### src/rtl/aespim_pkg.sv
// Shared types and helpers for the AES PIM sequencer: command, micro-op and state encodings,
// round-constant seed and GF(2^8) doubling.
package aespim_pkg;

  typedef enum logic [1:0] {
    CmdLoad  = 2'd0,
    CmdStore = 2'd1,
    CmdEnc   = 2'd2,
    CmdDec   = 2'd3
  } aespim_cmd_e;

  typedef enum logic [2:0] {
    OpLd   = 3'd0,
    OpSt   = 3'd1,
    OpKexi = 3'd2,
    OpKex  = 3'd3,
    OpEnci = 3'd4,
    OpEncm = 3'd5,
    OpEncf = 3'd6,
    OpDecm = 3'd7
  } op_code_e;

  typedef enum logic [2:0] {
    StIdle    = 3'd0,
    StXfer    = 3'd1,
    StKeyInit = 3'd2,
    StEncInit = 3'd3,
    StKex     = 3'd4,
    StEnc     = 3'd5,
    StDec     = 3'd6,
    StDone    = 3'd7
  } aespim_seq_state_e;

  localparam logic [7:0] AESPIM_RCON_INIT = 8'h01;

  // Multiply by x in GF(2^8) with reduction polynomial 0x11b.
  function automatic logic [7:0] aespim_xtime(input logic [7:0] b);
    return {b[6:0], 1'b0} ^ (b[7] ? 8'h1b : 8'h00);
  endfunction

endpackage

### src/rtl/aespim_rcon_gen.sv
// AES key-expansion round-constant register: reloads to 0x01, doubles in GF(2^8) on advance.
module aespim_rcon_gen
  import aespim_pkg::*;
(
  input  logic       clk_i,
  input  logic       rst_i,
  input  logic       load_i,
  input  logic       adv_i,
  output logic [7:0] rcon_o
);

  logic [7:0] r_rcon;

  always_ff @(posedge clk_i) begin
    if (rst_i) begin
      r_rcon <= AESPIM_RCON_INIT;
    end else if (load_i) begin
      r_rcon <= AESPIM_RCON_INIT;
    end else if (adv_i) begin
      r_rcon <= aespim_xtime(r_rcon);
    end
  end

  assign rcon_o = r_rcon;

endmodule

### src/rtl/aespim_round_seq.sv
// Expands LOAD/STORE/ENC/DEC commands into the AES PIM micro-op stream over valid/ready.
// Optional stall counter enabled by defining AESPIM_STALL_CNT_EN.
module aespim_round_seq
  import aespim_pkg::*;
#(
  parameter int unsigned NumRounds = 10,
  parameter int unsigned NumWords  = 4
) (
  input  logic        clk_i,
  input  logic        rst_i,
  input  logic        cmd_valid_i,
  output logic        cmd_ready_o,
  input  logic [1:0]  cmd_i,
  input  logic        abort_i,
  output logic        busy_o,
  output logic        done_o,
  output logic        aborted_o,
  output logic        dp_valid_o,
  input  logic        dp_ready_i,
  output logic [2:0]  dp_op_o,
  output logic [3:0]  dp_round_o,
  output logic [1:0]  dp_word_o,
  output logic [7:0]  dp_rcon_o,
  output logic [15:0] stall_cnt_o
);

  if (NumRounds != 10) begin : g_bad_rounds
    $error("aespim_round_seq: NumRounds must be 10");
  end
  if (NumWords < 1 || NumWords > 4) begin : g_bad_words
    $error("aespim_round_seq: NumWords must be 1..4");
  end

  localparam logic [3:0] LastRound = 4'(NumRounds);
  localparam logic [1:0] LastWord  = 2'(NumWords - 1);

  aespim_seq_state_e r_state;
  logic [3:0]        r_round;
  logic [1:0]        r_word;
  logic              r_is_store;
  logic [7:0]        w_rcon;
  logic              w_issue;
  logic              w_accept;
  logic              w_hs;
  aespim_cmd_e       w_cmd;

  assign w_cmd    = aespim_cmd_e'(cmd_i);
  assign w_issue  = (r_state != StIdle) && (r_state != StDone);
  assign w_accept = (r_state == StIdle) && cmd_valid_i;
  assign w_hs     = w_issue && dp_ready_i;

  always_ff @(posedge clk_i) begin
    if (rst_i) begin
      r_state    <= StIdle;
      r_round    <= '0;
      r_word     <= '0;
      r_is_store <= 1'b0;
    end else begin
      unique case (r_state)
        StIdle: begin
          if (cmd_valid_i) begin
            r_round    <= '0;
            r_word     <= '0;
            r_is_store <= (w_cmd == CmdStore);
            unique case (w_cmd)
              CmdLoad, CmdStore: r_state <= StXfer;
              CmdEnc:            r_state <= StKeyInit;
              CmdDec: begin
                r_state <= StDec;
                r_round <= LastRound;
              end
              default:           r_state <= StIdle;
            endcase
          end
        end
        StDone: r_state <= StIdle;
        default: begin
          // An accepted micro-op coinciding with abort still completes; nothing follows it.
          if (abort_i) begin
            r_state <= StIdle;
          end else if (dp_ready_i) begin
            unique case (r_state)
              StXfer: begin
                if (r_word == LastWord) r_state <= StDone;
                else r_word <= r_word + 2'd1;
              end
              StKeyInit: r_state <= StEncInit;
              StEncInit: begin
                r_state <= StKex;
                r_round <= 4'd1;
              end
              StKex: r_state <= StEnc;
              StEnc: begin
                if (r_round == LastRound) begin
                  r_state <= StDone;
                end else begin
                  r_state <= StKex;
                  r_round <= r_round + 4'd1;
                end
              end
              StDec: begin
                if (r_round == 4'd1) r_state <= StDone;
                else r_round <= r_round - 4'd1;
              end
              default: r_state <= r_state;
            endcase
          end
        end
      endcase
    end
  end

  aespim_rcon_gen u_rcon_gen (
    .clk_i  (clk_i),
    .rst_i  (rst_i),
    .load_i (w_accept),
    .adv_i  (w_hs && (r_state == StKex)),
    .rcon_o (w_rcon)
  );

  always_comb begin
    dp_op_o = OpLd;
    unique case (r_state)
      StXfer:    dp_op_o = r_is_store ? OpSt : OpLd;
      StKeyInit: dp_op_o = OpKexi;
      StEncInit: dp_op_o = OpEnci;
      StKex:     dp_op_o = OpKex;
      StEnc:     dp_op_o = (r_round == LastRound) ? OpEncf : OpEncm;
      StDec:     dp_op_o = OpDecm;
      default:   dp_op_o = OpLd;
    endcase
  end

  assign cmd_ready_o = (r_state == StIdle);
  assign busy_o      = (r_state != StIdle);
  assign done_o      = (r_state == StDone);
  assign aborted_o   = w_issue && abort_i;
  assign dp_valid_o  = w_issue;
  assign dp_round_o  = w_issue ? r_round : 4'd0;
  assign dp_word_o   = (r_state == StXfer) ? r_word : 2'd0;
  assign dp_rcon_o   = (r_state == StKex) ? w_rcon : 8'h00;

`ifdef AESPIM_STALL_CNT_EN
  logic [15:0] r_stall_cnt;

  always_ff @(posedge clk_i) begin
    if (rst_i || w_accept) begin
      r_stall_cnt <= '0;
    end else if (w_issue && !dp_ready_i && (r_stall_cnt != 16'hffff)) begin
      r_stall_cnt <= r_stall_cnt + 16'd1;
    end
  end

  assign stall_cnt_o = r_stall_cnt;
`else
  assign stall_cnt_o = '0;
`endif

endmodule
### config.mk
export PLATFORM = sky130hd
export DESIGN_NAME = aespim_round_seq
export DESIGN_NICKNAME = d
export VERILOG_FILES = /design/src/rtl/aespim_pkg.sv /design/src/rtl/aespim_rcon_gen.sv /design/src/rtl/aespim_round_seq.sv
export SDC_FILE = /design/constraint.sdc
export NUM_CORES = 1
export LEC_CHECK = 0
export ABC_AREA = 1
export CAP_MARGIN = 20
export CORE_ASPECT_RATIO = 0.7
export CORE_MARGIN = 2
export CORE_UTILIZATION = 40
export CTS_CLUSTER_SIZE = 28
export DETAILED_ROUTE_END_ITERATION = 8
export PLACE_DENSITY = 0.7
export SYNTH_ARGS = -nofsm -noshare
export SYNTH_HDL_FRONTEND = slang
export SYNTH_SLANG_ARGS = --single-unit
### constraint.sdc
create_clock -name clk_i -period 1.6 [get_ports clk_i]
set_clock_uncertainty 0.05 [all_clocks]
set_input_delay 0.16 -clock clk_i [delete_from_list [all_inputs] [get_ports clk_i]]
set_output_delay 0.16 -clock clk_i [all_outputs]
set_load 0.01 [all_outputs]
## Word-level counts from Yosys, hierarchy flattened

Index checks and enable logic that the tools add are counted.

| operators by class | value |
|---|---|
| eq/ne operators | 21 |
| add/subtract/negate cells | 3 |
| reduce and logical (&&, ||, !) cells | 19 |
| mux-type cells | 30 |
| bitwise operators | 2 |

Operator list:

| cell | count |
|---|---|
| 3-bit case mux with 6 select lines | 2 |
| 4-bit 2-to-1 mux | 7 |
| 2-bit 2-to-1 mux | 8 |
| 3-bit 2-to-1 mux | 5 |
| 3-bit equality test (second input constant) | 4 |
| 4-bit case mux with 3 select lines | 1 |
| 5-bit inequality test (second input constant) | 2 |
| 3-bit inequality test (second input constant) | 3 |
| 3-bit case mux with 3 select lines | 1 |
| 9-bit nonzero test | 1 |
| 8-bit 2-to-1 mux | 1 |
| 4-bit case mux with 2 select lines | 1 |
| 4-bit nonzero test | 2 |
| 8-bit bitwise XOR | 1 |
| 7-bit AND reduction | 1 |
| 2-bit equality test (second input constant) | 3 |
| 3-bit by 2-bit equality test with 1-bit output (second input constant) | 2 |
| 2-bit inequality test (second input constant) | 3 |
| 3-bit case mux with 2 select lines | 1 |
| 6-bit AND reduction | 1 |
| 1-bit logical AND | 5 |
| 5-bit 2-to-1 mux | 1 |
| 5-bit AND reduction | 1 |
| 4-bit by 1-bit adder with 4-bit output (second input constant) | 1 |
| 15 further kinds | 17 |

| storage, ports and cells | value |
|---|---|
| output and inout bits | 38 |
| word-level logic and storage cells | 80 |
| register bits after elaboration | 18 |
| input port bits | 7 |

## Longest topological paths before layout

Gate-level depths: netlist (run 1).

| logic depth | value |
|---|---|
| depth in word-level cells | 6 |
| depth in mapped cells | 10 |
| mapped depth without buffers | 10 |

## Hierarchy

Synthesis (run 1) repeated with hierarchy kept, for this count alone.

| second synthesis, totals | value |
|---|---|
| cell total of the unflattened synthesis | 250 |
| area, all modules | 1622.8 sq um |

Modules (own cells, without submodules):

| module | instances | sequential area each (sq um) | cells each | area an instance (sq um) |
|---|---|---|---|---|
| aespim_round_seq | 1 | 200.2 | 201 | 1278.7 |
| aespim_rcon_gen | 1 | 160.2 | 49 | 344.1 |

## Least setup slack after synthesis (run 1)

OpenSTA, ideal clock, no wires.

| timing path | value |
|---|---|
| path type | register to register |
| from | register r_round[0] |
| to | register r_round[1] |
| library setup time | 113 ps |
| cell stages (with the launch flop) | 9 |
| arrival | 1230 ps |
| data required time | 1437 ps |
| period minus slack after synthesis | 1393 ps |
| setup slack | 207 ps |
| path buffers | 0 |
| cells stage by stage | dfxtp_1 -> inv_1 -> ha_1 -> nand3_1 -> nor2_2 -> nor2_4 -> nand3_4 -> nor2_1 -> nor2_1 |

| on the way | value |
|---|---|
| cells in the longest elaborated chain, start to end | 6 |
| elaborated cells between the ends (all ways) | 13 |
| those cells by class | add/sub: 2; eq/ne: 4; mux: 6; reduce/logical: 1 |

RTL lines:

| item | RTL line | RTL |
|---|---|---|
| start: declaration | aespim_round_seq.sv:38 | `logic [3:0] r_round;` |
| start signal: assignment | aespim_round_seq.sv:70 | `r_round <= LastRound;` |
| start signal: assignment | aespim_round_seq.sv:98 | `r_round <= r_round + 4'd1;` |
| start signal: assignment | aespim_round_seq.sv:103 | `else r_round <= r_round - 4'd1;` |
| 4-bit by 1-bit subtractor with 4-bit output or 4-bit by 1-bit adder with 4-bit output (tied branches) | aespim_round_seq.sv:103, aespim_round_seq.sv:98 |  |
| 4-bit 2-to-1 mux, on equally long branches | aespim_round_seq.sv:102, aespim_round_seq.sv:94 |  |
| 4-bit case mux with 3 select lines | aespim_round_seq.sv:82 | `unique case (r_state)` |
| 4-bit 2-to-1 mux | aespim_round_seq.sv:81 | `end else if (dp_ready_i) begin` |
| 4-bit 2-to-1 mux | aespim_round_seq.sv:79 | `if (abort_i) begin` |
| 4-bit case mux with 2 select lines | aespim_round_seq.sv:59 | `unique case (r_state)` |

Several ways; a longest one is shown, not always the timed one. The select of a mux whose other input is x is not followed.
A chain may end at the register's enable or synchronous reset.

## Final worst setup path (run 1)

| timing path | value |
|---|---|
| from | register r_state[0] |
| to | output port busy_o |

| on the way | value |
|---|---|
| cells in the longest elaborated chain, start to end | 1 |

RTL lines:

| item | RTL line | RTL |
|---|---|---|
| start: declaration | aespim_round_seq.sv:37 | `aespim_seq_state_e r_state;` |
| start signal: assignment | aespim_round_seq.sv:54 | `r_state <= StIdle;` |
| start signal: assignment | aespim_round_seq.sv:66 | `CmdLoad, CmdStore: r_state <= StXfer;` |
| start signal: assignment | aespim_round_seq.sv:67 | `CmdEnc: r_state <= StKeyInit;` |
| 3-bit nonzero test | aespim_round_seq.sv:135 | `assign busy_o = (r_state != StIdle);` |
| end: declaration | aespim_round_seq.sv:15 | `output logic busy_o,` |

Every way passes these cells.

==> metrics.txt, run 1 <==
status=complete, no violations; First-pass DRT Iterations=4; Netlist Area Pre-Place=1480 µm²; fin crit period=1.56 ns; setup ws final=0.0446 ns; Antenna Violating Nets Remaining=0; final hold viol count=0; commonest non-fill, non-tap cells in the layout=nor2_1 (36), nand2_1 (31), buf_4 (28); CTS tree=done; DRC=0; fin nets=295; TritonCTS buffer count=3; switch share=46.9%; maximum clock insertion buffer count=2; Seq/Total Area, Yosys=24.3%; Distinct cells, synth=30; antenna violations before repair=0; Total Power=3.73 mW; cts-stage hold buffer count=0; Comb power frac=70.3%; Core Util, Final=57.8%; Layout Cells excl Fill=330; Critical Path Source Type=flip-flop; Mapped Cells=221; Congestion Overflow GR=0; Area after DPL=1960 µm²; I/O Buffers=28; FP Rows=18; Die W=76.7 µm; most common cell after layout, fill and taps aside=nor2_1; clock power share=10.0%; 1st-iter DRT viols=71; Sequential Area=370 µm²; die footprint=4210 µm²; Worst-path clk slew=0.07 ns; placed insts=325; antenna cells=0; Net Sw Power=1.75 mW; RSZ-0062 raised after global routing=yes; Core ar.=3540 µm²; WP data arrival=1.35 ns; Synth Area per Inst=6.70 µm²; Starting Density=41.9%; fmax=643 MHz; GRT Total Usage=17.3%; worst slack, placed=-0.0524 ns; WS Path Type=flip-flop to primary output; vias per cell=4.51; first-pass GRT wire length=5530 µm; total length of routed wires=3810 µm; fin crit share=97.2%; Clk Latency, worst-skew pair=0.25 ns; fillcell total=353; internal power=1.98 mW; critical path peak fanout=7; Hold Slack=0.419 ns; max-slew violations=0; layout cell share with drive strength beyond 1=30.7%; Synth-to-Final Area Change=38.0%; FF+latch count, synth=18; Seq pwr share=19.7%; Final setup violation count=0; GP Congestion=0.901; final instance area=2040 µm²; Syn. warnings=0; vias in the first global route=1181; VDD IR max=0.847 mV; area occupied by multi-input gates=955 µm²; via count=1489; crit end category=primary output; pwr dens=1820 nW/µm²; Max H-tree Level=1; # IOs=45; max cap viols=0; hold crit path type=flip-flop to flip-flop; Leak=1.01 nW; largest net degree at the start of global routing=17; wire per inst=11.5 µm; Crit path required time=1.39 ns; clk sink count=18; Clock Tree Root=clkbuf_8; DP HPWL=2960 µm; die height=54.9 µm; setup TNS=0 ns
## layer usage
metal / up-vias / share of wire [%] / GRT usage (%)
li1: 788 / - / -
met1: 654 / 50 / 25.1
met2: 45 / 43 / 26.6
met3: 2 / 5.8 / 3.08
met4: 0 / 0.71 / 4.55
met5: - / 0 / 0
## path summary, 6_finish.rpt
check / from / slack (ns) / endpoint / depth (start not counted)
min: u_rcon_gen.rcon_o[1]$_SDFFE_PP0P_ / 0.42 / u_rcon_gen.rcon_o[1]$_SDFFE_PP0P_ / 2
max reg2reg: r_state[0]$_SDFFE_PP0P_ / 0.06 / r_round[2]$_SDFFE_PP0P_ / 11
max: r_state[0]$_SDFFE_PP0P_ / 0.04 / busy_o / 5
min reg2reg: u_rcon_gen.rcon_o[1]$_SDFFE_PP0P_ / 0.42 / u_rcon_gen.rcon_o[1]$_SDFFE_PP0P_ / 2
## sequential cells by signal, summed over array words and instances, names as in the netlist
| signal | flops |
|---|---|
| r_is_store | 1 |
| r_round | 4 |
| r_state | 3 |
| r_word | 2 |
| u_rcon_gen.rcon_o | 8 |
## Yosys cell counts
cell / count / area share (%)
inv_2: 4 / 1.0
o22ai_1: 1 / 0.42
nor2_1: 39 / 9.9
nor2_4: 2 / 1.5
nand2_2: 3 / 1.3
and2_4: 1 / 0.59
xor2_1: 3 / 1.8
nor3_1: 2 / 0.68
conb_1: 1 / 0.25
nand2_4: 5 / 3.8
a21oi_1: 10 / 3.4
dfxtp_1: 18 / 24
inv_4: 1 / 0.42
buf_4: 16 / 8.1
o211ai_1: 2 / 1.0
nand2_1: 34 / 8.6
nand3_4: 1 / 1.2
clkinv_1: 1 / 0.25
inv_1: 26 / 6.6
nor2_2: 5 / 2.1
or2_1: 1 / 0.42
o21ai_0: 6 / 2.0
a211oi_2: 1 / 0.84
o21ai_1: 3 / 1.0
nand4_1: 4 / 1.7
buf_6: 3 / 2.3
ha_1: 7 / 5.9
nand3_2: 3 / 2.0
xnor2_1: 2 / 1.2
nand3_1: 16 / 5.4
## logic make-up after synthesis
| logic type | synth area share [%] |
|---|---|
| buffers and inverters | 18.7 |
| XOR/XNOR | 2.96 |
| AND/OR/NAND/NOR | 39.2 |
| flip-flops | 24.3 |
| adder cells (fa/ha/maj) | 5.91 |
| AO/OA/AOI/OAI | 8.70 |
| other | 0.253 |
## area by class of cell
type,count,area share (%)
well taps,50,3.06
clock buffers,4,2.69
inverters,32,6.61
repair buffers,59,22.8
flip-flops and latches,18,18.1
multi-input cells,167,46.7
## power groups by stage
| stage | sequential, mW | combinational, mW | clock [mW] |
|---|---|---|---|
| finish | 0.734 | 2.62 | 0.373 |
| global route | 0.752 | 2.88 | 0.395 |
| CTS | 0.714 | 2.48 | 0.382 |
| detailed placement | 0.703 | 2.53 | 0 |
| global placement | 0.696 | 2.49 | 0 |
| floorplan | 0.697 | 1.49 | 0 |
## what timing repair did
action / CTS / global route
endpoints found under the hold margin: 0 / 0
gates cloned: 0 / 0
pin swaps: 0 / 7
resized for setup: 32 / 41
buffers inserted: 0 / 1
endpoints found under the setup margin: 22 / 34
## worst max-delay path, cell delays in order, from the launching register on
cell and delay, ns:
dfxtp_2 0.33, buf_6 0.13, nor2_4 0.12, nand2_4 0.09
buf_12 0.15, dlygate4sd2_1 0.28
Power figures use the tool's default switching activity.
==> run 2, diff against run 1 <==
--- a/config.mk
+++ b/config.mk
@@ -6,12 +6,12 @@
 export NUM_CORES = 1
 export LEC_CHECK = 0
 export ABC_AREA = 1
-export CAP_MARGIN = 20
 export CORE_ASPECT_RATIO = 0.7
 export CORE_MARGIN = 2
 export CORE_UTILIZATION = 40
 export CTS_CLUSTER_SIZE = 28
 export DETAILED_ROUTE_END_ITERATION = 8
+export MAX_ROUTING_LAYER = met4
 export PLACE_DENSITY = 0.7
 export SYNTH_ARGS = -nofsm -noshare
 export SYNTH_HDL_FRONTEND = slang
==> metrics.txt, run 2 (synthesized netlist as in run 1, its figures left out) <==
Crit path required time=1.39 ns (about the same); hold endpoint=u_rcon_gen.rcon_o[1]$_SDFFE_PP0P_ (unchanged); worst hold stages=2 (unchanged); Critical Path Source Type=flip-flop (unchanged); antenna violations before repair=0 (unchanged); Core Util, Final=57.4% (was 57.8%); Worst-path clk slew=0.07 ns (about the same); Final setup violation count=0 (unchanged); fin crit share=97.2% (about the same); GRT Total Usage=17.8% (was 17.3%); reg2reg start=r_state[0]$_SDFFE_PP0P_ (unchanged); status=complete, no violations (unchanged); # IOs=45 (unchanged); worst slack, placed=-0.0524 ns (unchanged); DP HPWL=2960 µm (unchanged); total length of routed wires=3740 µm (was 3810 µm); commonest non-fill, non-tap cells in the layout=nor2_1 (37), nand2_1 (32), buf_4 (28) (was nor2_1 (36), nand2_1 (31), buf_4 (28)); WS Path Type=flip-flop to primary output (unchanged); vias in the first global route=1182 (was 1181); FF-to-FF End=r_round[1]$_SDFFE_PP0P_ (was r_round[2]$_SDFFE_PP0P_); Congestion Overflow GR=0 (unchanged); r2r setup slk=0.07 ns (was 0.06 ns); Clock Tree Root=clkbuf_8 (unchanged); max cap viols=0 (unchanged); wire per inst=11.3 µm (was 11.5 µm); Total Power=3.68 mW (was 3.73 mW); VDD IR max=0.801 mV (was 0.847 mV); Die W=76.7 µm (unchanged); antenna cells=0 (unchanged); final hold viol count=0 (unchanged); max-slew violations=0 (unchanged); Clk Latency, worst-skew pair=0.25 ns (about the same); fin crit period=1.56 ns (about the same); critical path peak fanout=7 (unchanged); Leak=1.01 nW (about the same); setup ws final=0.0446 ns (about the same); Hold Startpoint=u_rcon_gen.rcon_o[1]$_SDFFE_PP0P_ (unchanged); first-pass GRT wire length=5520 µm (was 5530 µm); maximum clock insertion buffer count=2 (unchanged); max FFs per register=8 (unchanged); WP data arrival=1.35 ns (about the same); most common cell after layout, fill and taps aside=nor2_1 (unchanged); largest net degree at the start of global routing=17 (unchanged); Starting Density=41.9% (unchanged); DRC=0 (unchanged); 1st-iter DRT viols=72 (was 71); First-pass DRT Iterations=4 (unchanged); clk sink count=18 (unchanged); layout cell share with drive strength beyond 1=30.0% (was 30.7%); crit end category=primary output (unchanged); Hold Slack=0.419 ns (about the same); fillcell total=357 (was 353); GP Congestion=0.917 (was 0.901); Antenna Violating Nets Remaining=0 (unchanged); TritonCTS buffer count=3 (unchanged); FP Rows=18 (unchanged); I/O Buffers=28 (unchanged); via count=1489 (unchanged); CTS tree=done (unchanged); worst-case reg-to-reg path depth=11 (unchanged); Synth-to-Final Area Change=37.0% (was 38.0%); fmax=643 MHz (about the same); fin nets=295 (unchanged); vias per cell=4.51 (unchanged); Max H-tree Level=1 (unchanged); hold crit path type=flip-flop to flip-flop (unchanged); setup TNS=0 ns (unchanged); RSZ-0062 raised after global routing=yes (unchanged); pwr dens=1810 nW/µm² (was 1820 nW/µm²); die footprint=4210 µm² (unchanged); die height=54.9 µm (unchanged); Core ar.=3540 µm² (unchanged)
run 2: cell count changes in the layout (fill, tap and decap cells not counted):
cell      before  now
o21ai_1        3    2
inv_6          0    1
nor2_1        36   37
inv_4          1    0
inv_2          5    6
dfxtp_1       14   15
nand2_2        6    5
o21ai_2        0    1
nor2_2         7    6
dfxtp_4        2    1
nand2_1       31   32
clkinv_8       1    0
run 2: layout make-up:
type | count | area (µm²) | share of cell area (%)
Multi-Input combinational cell | 167 | 953 | 47.0
Timing Repair Buffer | 59 | 467 | 23.0
Sequential cell | 18 | 367 | 18.1
Inverter | 32 | 125 | 6.17
Tap cell | 50 | 62.6 | 3.08
Clock buffer | 4 | 55.1 | 2.71
run 2: timing repair:
action,4_1_cts,5_1_grt
endpoints found under the setup margin,22,34
pin swaps,0,6
buffers inserted,0,1
hold buffers,0,0
cloned,0,0
gates resized for setup,32,35
run 2: stage by stage:
stage | instance area [µm²] | std cells
finish | 2030 | 330
global route | 2030 | 330
CTS | 2020 | 329
detailed placement | 1960 | 325
global placement | 1960 | 325
floorplan | 1540 | 236
run 2: worst max-delay path: stages, from the launching register on:
cell and delay [ns]:
dfxtp_2 0.33, buf_6 0.13, nor2_4 0.12, nand2_4 0.09, buf_12 0.14, inv_6 0.06, clkdlybuf4s15_1 0.23
run 2: worst max-delay path by stage:
stage                                  from  depth (start not counted)  slack [ns]                 endpoint
floorplan           r_round[0]$_SDFFE_PP0P_                          8        0.21  r_round[1]$_SDFFE_PP0P_
global placement    r_state[2]$_SDFFE_PP0P_                          5       -0.02             dp_rcon_o[2]
detailed placement  r_state[2]$_SDFFE_PP0P_                          5       -0.05             dp_rcon_o[5]
CTS                 r_state[0]$_SDFFE_PP0P_                          5       -0.02               dp_op_o[2]
global route        r_round[0]$_SDFFE_PP0P_                          7       -0.03               dp_op_o[1]
finish              r_state[0]$_SDFFE_PP0P_                          6        0.04              cmd_ready_o
run 2: routing by layer:
metal	wire length [µm]	vias to the layer above	GRT usage, %
li1	-	787	-
met1	1920	655	25.0
met2	1580	45	26.6
met3	210	2	3.08
met4	27	0	4.55
met5	0	-	-
run 2: power breakdown:
part	total, mW	internal [mW]	switching [mW]
sequential	0.728	0.593	0.135
combinational	2.58	1.15	1.43
clock	0.371	0.219	0.153
total	3.68	1.97	1.72
==> run 3, diff against run 2 <==
--- a/config.mk
+++ b/config.mk
@@ -5,14 +5,14 @@
 export SDC_FILE = /design/constraint.sdc
 export NUM_CORES = 1
 export LEC_CHECK = 0
-export ABC_AREA = 1
 export CORE_ASPECT_RATIO = 0.7
 export CORE_MARGIN = 2
 export CORE_UTILIZATION = 40
 export CTS_CLUSTER_SIZE = 28
 export DETAILED_ROUTE_END_ITERATION = 8
 export MAX_ROUTING_LAYER = met4
-export PLACE_DENSITY = 0.7
+export PLACE_DENSITY = 0.69
+export REMOVE_ABC_BUFFERS = 1
 export SYNTH_ARGS = -nofsm -noshare
 export SYNTH_HDL_FRONTEND = slang
 export SYNTH_SLANG_ARGS = --single-unit
==> metrics.txt, run 3 <==
wire per inst=16.9 µm (was 11.3 µm); Max H-tree Level=1 (unchanged); CTS tree=done (unchanged); Critical Path Start=r_state[1]$_SDFFE_PP0P_ (was r_state[0]$_SDFFE_PP0P_); max-slew violations=0 (unchanged); die height=56.2 µm (was 54.9 µm); worst-case reg-to-reg path depth=7 (was 11); number of flops mapped to enable cells by yosys=0 (unchanged); final hold viol count=0 (unchanged); failing checks=setup timing; max cap viols=0 (unchanged); Area after DPL=2140 µm² (was 1960 µm²); top cell type's share of synthesized area=23.2% (was 24.3%); fin crit share=123% (was 97.2%); antenna cells=0 (unchanged); setup TNS=-5.02 ns (was 0 ns); DRC=0 (unchanged); clk sink count=18 (unchanged); placed insts=324 (was 325); Netlist Area Pre-Place=1560 µm² (was 1480 µm²); fin nets=318 (was 295); worst slack, placed=-0.502 ns (was -0.0524 ns); fmax=508 MHz (was 643 MHz); Crit-path slowest cell=or3_4 (was dfxtp_2); Synth-to-Final Area Change=64.1% (was 37.0%); I/O Buffers=28 (unchanged); Clk Latency, worst-skew pair=0.26 ns (was 0.25 ns); WP data arrival=2.08 ns (was 1.35 ns); WS Path Type=flip-flop to flip-flop (was flip-flop to primary output); status=finished with violations (was complete, no violations); worst-path cell chain=or3_4 -> buf_6 -> mux2i_2 -> a311oi_4 -> buf_6 -> mux2i_2 -> nor2_1 (was buf_6 -> nor2_4 -> nand2_4 -> buf_12 -> inv_6 -> clkdlybuf4s15_1); final instance area=2550 µm² (was 2030 µm²); Mapped Cells=212 (was 221); Synth area leader=dfxtp_1 (unchanged); vias per cell=5.44 (was 4.51); First-pass DRT Iterations=4 (unchanged); VDD IR max=0.930 mV (was 0.801 mV); GRT Total Usage=25.9% (was 17.8%); worst hold stages=2 (unchanged); Starting Density=42.9% (was 41.9%); GP Congestion=0.869 (was 0.917); via count=1922 (was 1489); Synth Area per Inst=7.34 µm² (was 6.70 µm²); pwr dens=1650 nW/µm² (was 1810 nW/µm²); Worst-path clk slew=0.08 ns (was 0.07 ns); Seq/Total Area, Yosys=23.2% (was 24.3%); layout cell share with drive strength beyond 1=47.2% (was 30.0%); total length of routed wires=5950 µm (was 3740 µm); Critical Path Source Type=flip-flop (unchanged); TritonCTS buffer count=3 (unchanged); Layout Cells excl Fill=353 (was 330); hold crit path type=flip-flop to flip-flop (unchanged); Core ar.=3630 µm² (was 3540 µm²); critical path peak fanout=4 (was 7); die footprint=4410 µm² (was 4210 µm²); reg2reg start=r_state[1]$_SDFFE_PP0P_ (was r_state[0]$_SDFFE_PP0P_); Clock Tree Root=clkbuf_8 (unchanged); first-pass GRT wire length=8640 µm (was 5520 µm); r2r setup slk=-0.37 ns (was 0.07 ns); setup ws final=-0.370 ns (was 0.0446 ns); Main synth FF type=dfxtp_1 (unchanged); cts-stage hold buffer count=0 (unchanged); most common cell after layout, fill and taps aside=buf_4 (was nor2_1); fillcell total=274 (was 357); Crit path required time=1.71 ns (was 1.39 ns); Congestion Overflow GR=0 (unchanged); Final setup violation count=28 (was 0); FP Rows=18 (unchanged); crit end category=flip-flop (was primary output); Leak=1.19 nW (was 1.01 nW); Post-synth ARST share=0% (unchanged); maximum clock insertion buffer count=2 (unchanged); max FFs per register=8 (unchanged); 1st-iter DRT viols=139 (was 72); DP HPWL=3460 µm (was 2960 µm); fin crit period=1.97 ns (was 1.56 ns); CP max stage delay=0.37 ns (was 0.33 ns); Post-synth top cells=nand2_1 (20), dfxtp_1 (18), buf_4 (17), nor2_1 (17), a21oi_1 (15) (was nor2_1 (39), nand2_1 (34), inv_1 (26), dfxtp_1 (18)); largest net degree at the start of global routing=19 (was 17); top-count cell post-synth=nand2_1 (was nor2_1); commonest non-fill, non-tap cells in the layout=buf_4 (58), nand2_1 (17), buf_6 (17) (was nor2_1 (37), nand2_1 (32), buf_4 (28)); Hold Startpoint=u_rcon_gen.rcon_o[6]$_SDFFE_PP0P_ (was u_rcon_gen.rcon_o[1]$_SDFFE_PP0P_); # IOs=45 (unchanged); FF+latch count, synth=18 (unchanged); Syn. warnings=0 (unchanged); Distinct cells, synth=51 (was 30); antenna violations before repair=0 (unchanged); vias in the first global route=1743 (was 1182); RSZ-0062 raised after global routing=yes (unchanged); Antenna Violating Nets Remaining=0 (unchanged); Die W=78.6 µm (was 76.7 µm); Synth area leaders=dfxtp_1 (23%), buf_4 (8.2%), ha_1 (5.6%) (was dfxtp_1 (24%), nor2_1 (9.9%), nand2_1 (8.6%))
run 3: cell types whose count changed in the layout (fill, tap and decap cells not counted), sizes merged, moves of 4 or more:
cell	delta
buf	+62
a21oi	+5
nand3	-19
inv	-19
nand3b	+4
nand2b	+6
nand2	-22
nor3	+5
dlygate4sd2	-9
nor2	-29
and3	+12
clkbuf	-7
a211oi	+5
run 3: area by class of cell:
cell class	count	area (µm²)	share of cell area, %
clock buffers	4	55.1	2.15
inverters	13	63.8	2.50
multi-input cells	165	1160	45.6
flip-flops and latches	18	372	14.5
repair buffers	103	837	32.8
well taps	50	62.6	2.45
run 3: what timing repair did:
action | in CTS | in global routing
setup endpoints to repair | 32 | 40
cloned | 1 | 0
setup buffers | 18 | 9
gates resized for setup | 123 | 34
pin swaps | 17 | 12
run 3: cells by family after synthesis:
| group | Yosys count | share of synthesized area, % |
|---|---|---|
| xor+xnor | 3 | 1.69 |
| fa+ha+maj | 7 | 5.63 |
| buf+inv | 44 | 15.5 |
| mux | 2 | 1.29 |
| simple gates | 83 | 28.5 |
| compound gates | 54 | 24.0 |
| flops | 18 | 23.2 |
| other cells | 1 | 0.241 |
run 3: metrics by stage:
stage,utilization [%],total power [mW],hold slack (ns)
after floorplan,-,1.76,0.179
after global placement,59.0,2.79,0.405
after detailed placement,59.0,2.81,0.409
after CTS,68.6,3.84,0.419
after global routing,70.5,4.44,0.461
final,70.5,4.21,0.447
run 3: metal layers:
metal	routed length [µm]	share of wire [%]	GRT usage [%]
met5	0	0	-
met4	163	2.7	7.77
met3	558	9.4	5.52
met2	2730	46	39.6
met1	2500	42	34.3
run 3: power by group:
group / switching (mW) / internal, mW
combinational: 1.53 / 1.63
sequential: 0.103 / 0.552
clock: 0.177 / 0.219
run 3: final timing paths:
path	end
worst min register to register	u_rcon_gen.rcon_o[6]$_SDFFE_PP0P_
worst max register to register	r_round[0]$_SDFFE_PP0P_
worst min-delay path	u_rcon_gen.rcon_o[6]$_SDFFE_PP0P_
worst max-delay path	r_round[0]$_SDFFE_PP0P_
run 3: worst max-delay path: cells and delay by family (launching register included):
family / cells / cell delay (ns)
and+or+nand+nor: 2 / 0.44
DFF: 1 / 0.36
AOI/OAI and AO/OA: 1 / 0.34
muxes: 2 / 0.37
buffers and inverters: 2 / 0.29
